## config.mk

```make
export PLATFORM = sky130hd
export DESIGN_NAME = key_buffer_ctrl
export DESIGN_NICKNAME = d
export VERILOG_FILES = /design/src/rtl/key_buffer_ctrl.sv
export SDC_FILE = /design/constraint.sdc
export NUM_CORES = 1
export LEC_CHECK = 0
export CAP_MARGIN = 20
export CORE_MARGIN = 2
export CORE_UTILIZATION = 53
export DETAILED_ROUTE_END_ITERATION = 6
export PLACE_DENSITY = 0.82
export SETUP_SLACK_MARGIN = 0.1
export SYNTH_ARGS = -nofsm -noshare
export SYNTH_HDL_FRONTEND = slang
export SYNTH_SLANG_ARGS = --single-unit
```

## constraint.sdc

```tcl
create_clock -name clock -period 3.25 [get_ports clock]
set_input_delay 0.65 -clock clock [delete_from_list [all_inputs] [get_ports clock]]
set_output_delay 0.65 -clock clock [all_outputs]
set_load 0.05 [all_outputs]
```

## src/rtl/key_buffer_ctrl.sv

```systemverilog
// Purpose : circular-FIFO owner of the ram32x8 message store; filters PS/2 break codes from the keyboard stream.
// Latency : key pin edge -> sample 3 cycles, write 1 cycle; rd_req -> rd_valid 3+READ_LATENCY-1 cycles from IDLE.
// Backpr. : none; 1-deep write/read slots, extra bytes dropped (sticky overflow), empty reads flag rd_underflow.
//
// Ports   : clock/reset (async, active-high); key_complete/key_data from ps2_keyboard;
//           clear (sync flush); rd_req -> rd_valid/rd_data/rd_underflow; count/empty/full/overflow/busy status;
//           ram_address/ram_data/ram_wren/ram_q to the single-port RAM.
// Option  : define KEY_BUFFER_BACKSPACE_EN to make scan code 0x66 delete the newest entry instead of storing it.
module key_buffer_ctrl #(
  parameter int ADDR_WIDTH   = 5,
  parameter int DATA_WIDTH   = 8,
  parameter int READ_LATENCY = 1
) (
  input  logic                  clock,
  input  logic                  reset,
  input  logic                  key_complete,
  input  logic [DATA_WIDTH-1:0] key_data,
  input  logic                  clear,
  input  logic                  rd_req,
  output logic                  rd_valid,
  output logic [DATA_WIDTH-1:0] rd_data,
  output logic                  rd_underflow,
  output logic [ADDR_WIDTH:0]   count,
  output logic                  empty,
  output logic                  full,
  output logic                  overflow,
  output logic                  busy,
  output logic [ADDR_WIDTH-1:0] ram_address,
  output logic [DATA_WIDTH-1:0] ram_data,
  output logic                  ram_wren,
  input  logic [DATA_WIDTH-1:0] ram_q
);

  localparam logic [ADDR_WIDTH:0]   CNT_FULL  = (ADDR_WIDTH+1)'(2**ADDR_WIDTH);
  localparam logic [ADDR_WIDTH:0]   CNT_ONE   = (ADDR_WIDTH+1)'(1);
  localparam logic [ADDR_WIDTH-1:0] PTR_ONE   = ADDR_WIDTH'(1);
  localparam logic [DATA_WIDTH-1:0] BRK_CODE  = DATA_WIDTH'(8'hF0);
  localparam logic                  WAIT_LAST = 1'(READ_LATENCY - 1);

  typedef enum logic [1:0] {S_IDLE, S_WRITE, S_RD_ADDR, S_RD_WAIT} state_t;

  state_t                  r_state, w_state_nxt;
  logic                    r_kc_s1, r_kc_s2, r_kc_s3;
  logic                    r_break, r_wr_pend, r_rd_pend, r_overflow;
  logic [DATA_WIDTH-1:0]   r_wr_byte, r_rd_data, r_ram_data;
  logic [ADDR_WIDTH-1:0]   r_wr_ptr, r_rd_ptr, r_ram_address;
  logic [ADDR_WIDTH:0]     r_count;
  logic                    r_rd_valid, r_rd_underflow, r_ram_wren, r_wait_cnt;

  logic                    w_key_edge, w_is_brk, w_storable, w_store;
  logic                    w_wr_accept, w_wr_drop, w_rd_underflow, w_rd_accept;
  logic                    w_wr_pend_eff, w_rd_pend_eff, w_wait_last, w_bs_hold;
  logic [DATA_WIDTH-1:0]   w_wr_byte_eff;

  assign w_key_edge = r_kc_s2 & ~r_kc_s3;
  assign w_is_brk   = (key_data == BRK_CODE);
  // The byte after 0xF0 is the released key's code and is swallowed with it.
  assign w_storable = w_key_edge & ~r_break & ~w_is_brk;

`ifdef KEY_BUFFER_BACKSPACE_EN
  localparam logic [DATA_WIDTH-1:0] BS_CODE = DATA_WIDTH'(8'h66);
  logic r_bs_pend;
  logic w_is_bs;
  assign w_is_bs   = (key_data == BS_CODE);
  assign w_store   = w_storable & ~w_is_bs;
  // A backspace is applied from IDLE only, so it never races a pointer update.
  assign w_bs_hold = r_bs_pend;
`else
  assign w_store   = w_storable;
  assign w_bs_hold = 1'b0;
`endif

  assign w_wr_accept    = w_store & ~r_wr_pend & ~full;
  assign w_wr_drop      = w_store & (r_wr_pend | full);
  assign w_rd_underflow = rd_req & empty & ~r_wr_pend;
  assign w_rd_accept    = rd_req & ~w_rd_underflow & ~r_rd_pend;

  // Requests arriving this cycle are visible to IDLE immediately to save a cycle.
  assign w_wr_pend_eff  = r_wr_pend | w_wr_accept;
  assign w_wr_byte_eff  = r_wr_pend ? r_wr_byte : key_data;
  assign w_rd_pend_eff  = r_rd_pend | w_rd_accept;
  assign w_wait_last    = (r_wait_cnt == WAIT_LAST);

  always_ff @(posedge clock or posedge reset) begin
    if (reset) r_state <= S_IDLE;
    else       r_state <= w_state_nxt;
  end

  always_comb begin
    w_state_nxt = r_state;
    case (r_state)
      S_IDLE: begin
        if (w_bs_hold)                    w_state_nxt = S_IDLE;
        else if (w_wr_pend_eff)           w_state_nxt = S_WRITE;
        else if (w_rd_pend_eff && !empty) w_state_nxt = S_RD_ADDR;
      end
      S_WRITE:   w_state_nxt = S_IDLE;
      S_RD_ADDR: w_state_nxt = S_RD_WAIT;
      S_RD_WAIT: if (w_wait_last) w_state_nxt = S_IDLE;
      default:   w_state_nxt = S_IDLE;
    endcase
    if (clear) w_state_nxt = S_IDLE;
  end

  always_ff @(posedge clock or posedge reset) begin
    if (reset) begin
      r_kc_s1 <= 1'b0; r_kc_s2 <= 1'b0; r_kc_s3 <= 1'b0;
      r_break <= 1'b0; r_wr_pend <= 1'b0; r_rd_pend <= 1'b0; r_overflow <= 1'b0;
      r_wr_byte <= '0; r_rd_data <= '0; r_ram_data <= '0;
      r_wr_ptr <= '0; r_rd_ptr <= '0; r_ram_address <= '0; r_count <= '0;
      r_rd_valid <= 1'b0; r_rd_underflow <= 1'b0; r_ram_wren <= 1'b0; r_wait_cnt <= 1'b0;
`ifdef KEY_BUFFER_BACKSPACE_EN
      r_bs_pend <= 1'b0;
`endif
    end else begin
      r_kc_s1 <= key_complete;
      r_kc_s2 <= r_kc_s1;
      r_kc_s3 <= r_kc_s2;
      r_rd_valid     <= 1'b0;
      r_rd_underflow <= 1'b0;
      // RAM strobes are registered; a write already on the bus when clear hits still completes.
      r_ram_wren <= (w_state_nxt == S_WRITE);
      if (r_state == S_IDLE && w_state_nxt == S_WRITE) begin
        r_ram_address <= r_wr_ptr;
        r_ram_data    <= w_wr_byte_eff;
      end else if (r_state == S_IDLE && w_state_nxt == S_RD_ADDR) begin
        r_ram_address <= r_rd_ptr;
      end
      if (clear) begin
        r_break <= 1'b0; r_wr_pend <= 1'b0; r_rd_pend <= 1'b0; r_overflow <= 1'b0;
        r_wr_ptr <= '0; r_rd_ptr <= '0; r_count <= '0; r_wait_cnt <= 1'b0;
`ifdef KEY_BUFFER_BACKSPACE_EN
        r_bs_pend <= 1'b0;
`endif
      end else begin
        if (w_key_edge) r_break <= ~r_break & w_is_brk;
        if (w_wr_drop) r_overflow <= 1'b1;
        if (w_wr_accept) begin
          r_wr_pend <= 1'b1;
          r_wr_byte <= key_data;
        end
        if (w_rd_underflow) r_rd_underflow <= 1'b1;
        if (w_rd_accept)    r_rd_pend      <= 1'b1;
        case (r_state)
          S_WRITE: begin
            r_wr_ptr  <= r_wr_ptr + PTR_ONE;
            r_count   <= r_count + CNT_ONE;
            r_wr_pend <= 1'b0;
          end
          S_RD_ADDR: r_wait_cnt <= 1'b0;
          S_RD_WAIT: begin
            if (w_wait_last) begin
              r_rd_data  <= ram_q;
              r_rd_valid <= 1'b1;
              r_rd_ptr   <= r_rd_ptr + PTR_ONE;
              r_count    <= r_count - CNT_ONE;
              r_rd_pend  <= 1'b0;
            end else begin
              r_wait_cnt <= r_wait_cnt + 1'b1;
            end
          end
          default: ;
        endcase
`ifdef KEY_BUFFER_BACKSPACE_EN
        if (r_state == S_IDLE && r_bs_pend) begin
          r_bs_pend <= 1'b0;
          if (!empty) begin
            r_wr_ptr <= r_wr_ptr - PTR_ONE;
            r_count  <= r_count - CNT_ONE;
          end
        end
        if (w_storable && w_is_bs) r_bs_pend <= 1'b1;
`endif
      end
    end
  end

  assign rd_valid     = r_rd_valid;
  assign rd_data      = r_rd_data;
  assign rd_underflow = r_rd_underflow;
  assign count        = r_count;
  assign empty        = (r_count == '0);
  assign full         = (r_count == CNT_FULL);
  assign overflow     = r_overflow;
  assign busy         = (r_state != S_IDLE);
  assign ram_address  = r_ram_address;
  assign ram_data     = r_ram_data;
  assign ram_wren     = r_ram_wren;

endmodule

```

==> flow_metrics.env <==
export IMPL_hold_class="reg -> reg"
export IMPL_fin_setup_tns_ns=0
export IMPL_wl_per_cell_um=15.6
export IMPL_antenna_found_initial=0
export IMPL_max_cap_viol_count=0
export IMPL_synth_area_um2=2660
export IMPL_synth_largest_area_cell="dfrtp_1"
export IMPL_setup_viol=0
export IMPL_cts_root_buf="clkbuf_8"
export IMPL_grtUsageTotal=0.219
export IMPL_worstPathRequired_ns=2.60
export IMPL_row_count=25
export IMPL_seq_power_share=0.361
export IMPL_antenna_cells=0
export IMPL_hold_ws_ns=0.351
export IMPL_clk_pin_slew_ns=0.06
export IMPL_worst_pin_slew_ns=0.936
export IMPL_final_min_clock_period_ns=2.84
export IMPL_yosys_top_cells_area="dfrtp_1, mux2_2, mux2_4"
export IMPL_path_max_fanout=5
export IMPL_path_class="reg -> out"
export IMPL_die_y_um=74.8
export IMPL_seq_area_frac_synth=0.536
export IMPL_nFillCells=328
export IMPL_htree_levels=3
export IMPL_ctsResizeCount=0
export IMPL_grt_start_max_net_pins=22
export IMPL_finalCritPeriodShare=0.875
export IMPL_ys_ff_latch=57
export IMPL_routed_wirelength_um=5530
export IMPL_synth_fa_ha_area_frac=0.0358
export IMPL_cts_setup_buffers=0
export IMPL_fin_worst_skew_ns=0.00698
export IMPL_power_per_cell_area_nw_per_um2=734
export IMPL_synth_compound_area_frac=0.0753
export IMPL_design_core_area_um2=4790
export IMPL_combPwrFrac=0.348
export IMPL_p_switching_w=0.000908
export IMPL_synth_top_family_by_area="multiplexers"
export IMPL_portBuffers=54
export IMPL_p_total_w=0.00258
export IMPL_area_growth_pct=32.0
export IMPL_hold_buffers=0
export IMPL_vias=1892
export IMPL_async_reset_ff_frac=1.00
export IMPL_switching_share=0.352
export IMPL_synthXorXnorAreaFrac=0.0395
export IMPL_slew_violations=0
export IMPL_dp_hpwl_um=3880
export IMPL_ir_drop_uv=504
export IMPL_dieArea_um2=5600
export IMPL_synth_top_flop_cell="dfrtp_1"
export IMPL_numCtsBuffers=9
export IMPL_gr_usage_met1=0.276
export IMPL_hold_viol=0
export IMPL_grt_overflow=0
export IMPL_insertion_delay_ns=0.34
export IMPL_clock_path_buffers=2
export IMPL_internal_power_w=0.00167
export IMPL_cts_tree="built"
export IMPL_grt_util_met2=0.344
export IMPL_muxShareOfSynthArea=0.158
export IMPL_cts_sinks=57
export IMPL_avgSynthCellArea_um2=12.0
export IMPL_ys_types=45
export IMPL_status="finished, final reports clean"
export IMPL_fmaxAchievable_mhz=352
export IMPL_ios=55
export IMPL_floorplan_initialDensity=0.556
export IMPL_worstPathArrival_ns=2.19
export IMPL_gp_congestion=0.731
export IMPL_via_per_inst=5.34
export IMPL_grt_pass1_vias=1868
export IMPL_nNetsFinal=310
export IMPL_ant_nets=0
export IMPL_slew_headroom=0.371
export IMPL_synth_edff_count=0
export IMPL_power_frac_clock=0.291
export IMPL_drtIter0Drc=89
export IMPL_grt_pass1_wl_um=8850
export IMPL_yosys_area_share_simple=0.128
export IMPL_cp_end_kind="output port"
export IMPL_grt_busiest_layer="met2"
export IMPL_drc=0
export IMPL_drive_gt1_frac=0.216
export IMPL_drt_pass1_iter_count=4
export IMPL_grtUsageMet3=0.0924
export IMPL_start_kind="register"
export IMPL_synthCells=221
export IMPL_synth_top_area_frac=0.536
export IMPL_ys_warn_count=0
export IMPL_die_x_um=74.8
export IMPL_rsz0062_at_grt="false"
export IMPL_syn_nets=249
export IMPL_p_leak_nw=1.57
## cells in the final DEF (no fill, tap or decap), drive strengths merged, types with 4 or more instances in the layout
| cell type | instances |
|---|---|
| dfrtp | 57 |
| clkdlybuf4s50 | 52 |
| mux2 | 32 |
| nor2 | 23 |
| nand2 | 13 |
| clkbuf | 11 |
| inv | 10 |
| xnor2 | 6 |
| xor2 | 6 |
| ha | 6 |
| a21oi | 6 |
| nand3 | 6 |
| o221ai | 5 |
| nand4 | 5 |
| buf | 5 |
| nor3 | 4 |
## synth_stat cells (2+ instances only)
cell type	instances
a211oi_1	2
a21o_1	2
a21oi_1	5
a31oi_1	2
clkbuf_1	6
dfrtp_1	57
ha_1	6
inv_1	10
mux2_2	24
mux2_4	8
mux2i_1	3
nand2_1	13
nand3_1	5
nand4_1	5
nor2_1	22
nor2b_1	3
nor3_1	4
o21ai_0	2
o221ai_1	5
or2_2	2
xnor2_1	6
xor2_1	6
## sequential cells by signal, summed over array words and instances (netlist names), 2 cells and up
| name | flops |
|---|---|
| ram_address | 5 |
| count | 6 |
| ram_data | 8 |
| r_rd_ptr | 5 |
| r_wr_byte | 8 |
| r_wr_ptr | 5 |
| r_state | 2 |
| rd_data | 8 |
## power by group through the flow
stage	clock [W]	sequential, W	combinational [W]
finish	0.000750	0.000930	0.000897
global route	0.000797	0.000949	0.000943
CTS	0.000764	0.000931	0.000904
detailed placement	0	0.000941	0.000902
global placement	0	0.000934	0.000887
floorplan	0	0.00126	0.000288
## stage by stage
| stage | cells | instance area (um2) | utilization | setup WS, ns |
|---|---|---|---|---|
| after floorplan | 221 | 2660 | - | 0.544 |
| after global placement | 338 | 3280 | 0.685 | 0.383 |
| after detailed placement | 338 | 3280 | 0.685 | 0.336 |
| after CTS | 354 | 3510 | 0.733 | 0.172 |
| after global routing | 354 | 3510 | 0.734 | 0.312 |
| final | 354 | 3510 | 0.734 | 0.405 |
## critical path: stages (launching register included)
cell	delay (ns)
dfrtp_1	0.45
or4_4	0.58
or3b_1	0.53
inv_1	0.10
buf_4	0.20
## final timing paths
kind,start,to,slack (ns),cells past startpoint
min,r_kc_s1,r_kc_s2,0.35,0
max reg2reg,count[0],ram_data[4],0.77,5
min in group asynchronous,reset,rd_data[7],0.62,2
max in group asynchronous,reset,r_rd_pend,2.02,3
min reg2reg,r_kc_s1,r_kc_s2,0.35,0
max,count[0],full,0.41,4
## layer usage
| metal | up-vias | wire length, um | share of wire |
|---|---|---|---|
| li1 | 907 | - | - |
| met1 | 926 | 2490 | 0.45 |
| met2 | 51 | 2700 | 0.49 |
| met3 | 8 | 244 | 0.044 |
| met4 | 0 | 86 | 0.016 |
| met5 | - | 0 | 0 |
## cells by family after synthesis
family | count (synthesis)
simple gates | 65
flops | 57
xor+xnor | 12
buf+inv | 19
fa+ha+maj | 7
mux | 35
compound gates | 26
## cell type report
cell class | count | area (um2) | area share
timing repair buffer | 58 | 571 | 0.163
clock inverter | 5 | 77.6 | 0.0221
inverter | 11 | 41.3 | 0.0118
multi-input combinational | 145 | 1160 | 0.330
clock buffer | 11 | 151 | 0.0431
sequential | 57 | 1430 | 0.406
tap | 67 | 83.8 | 0.0239
Power figures use the tool's default switching activity.
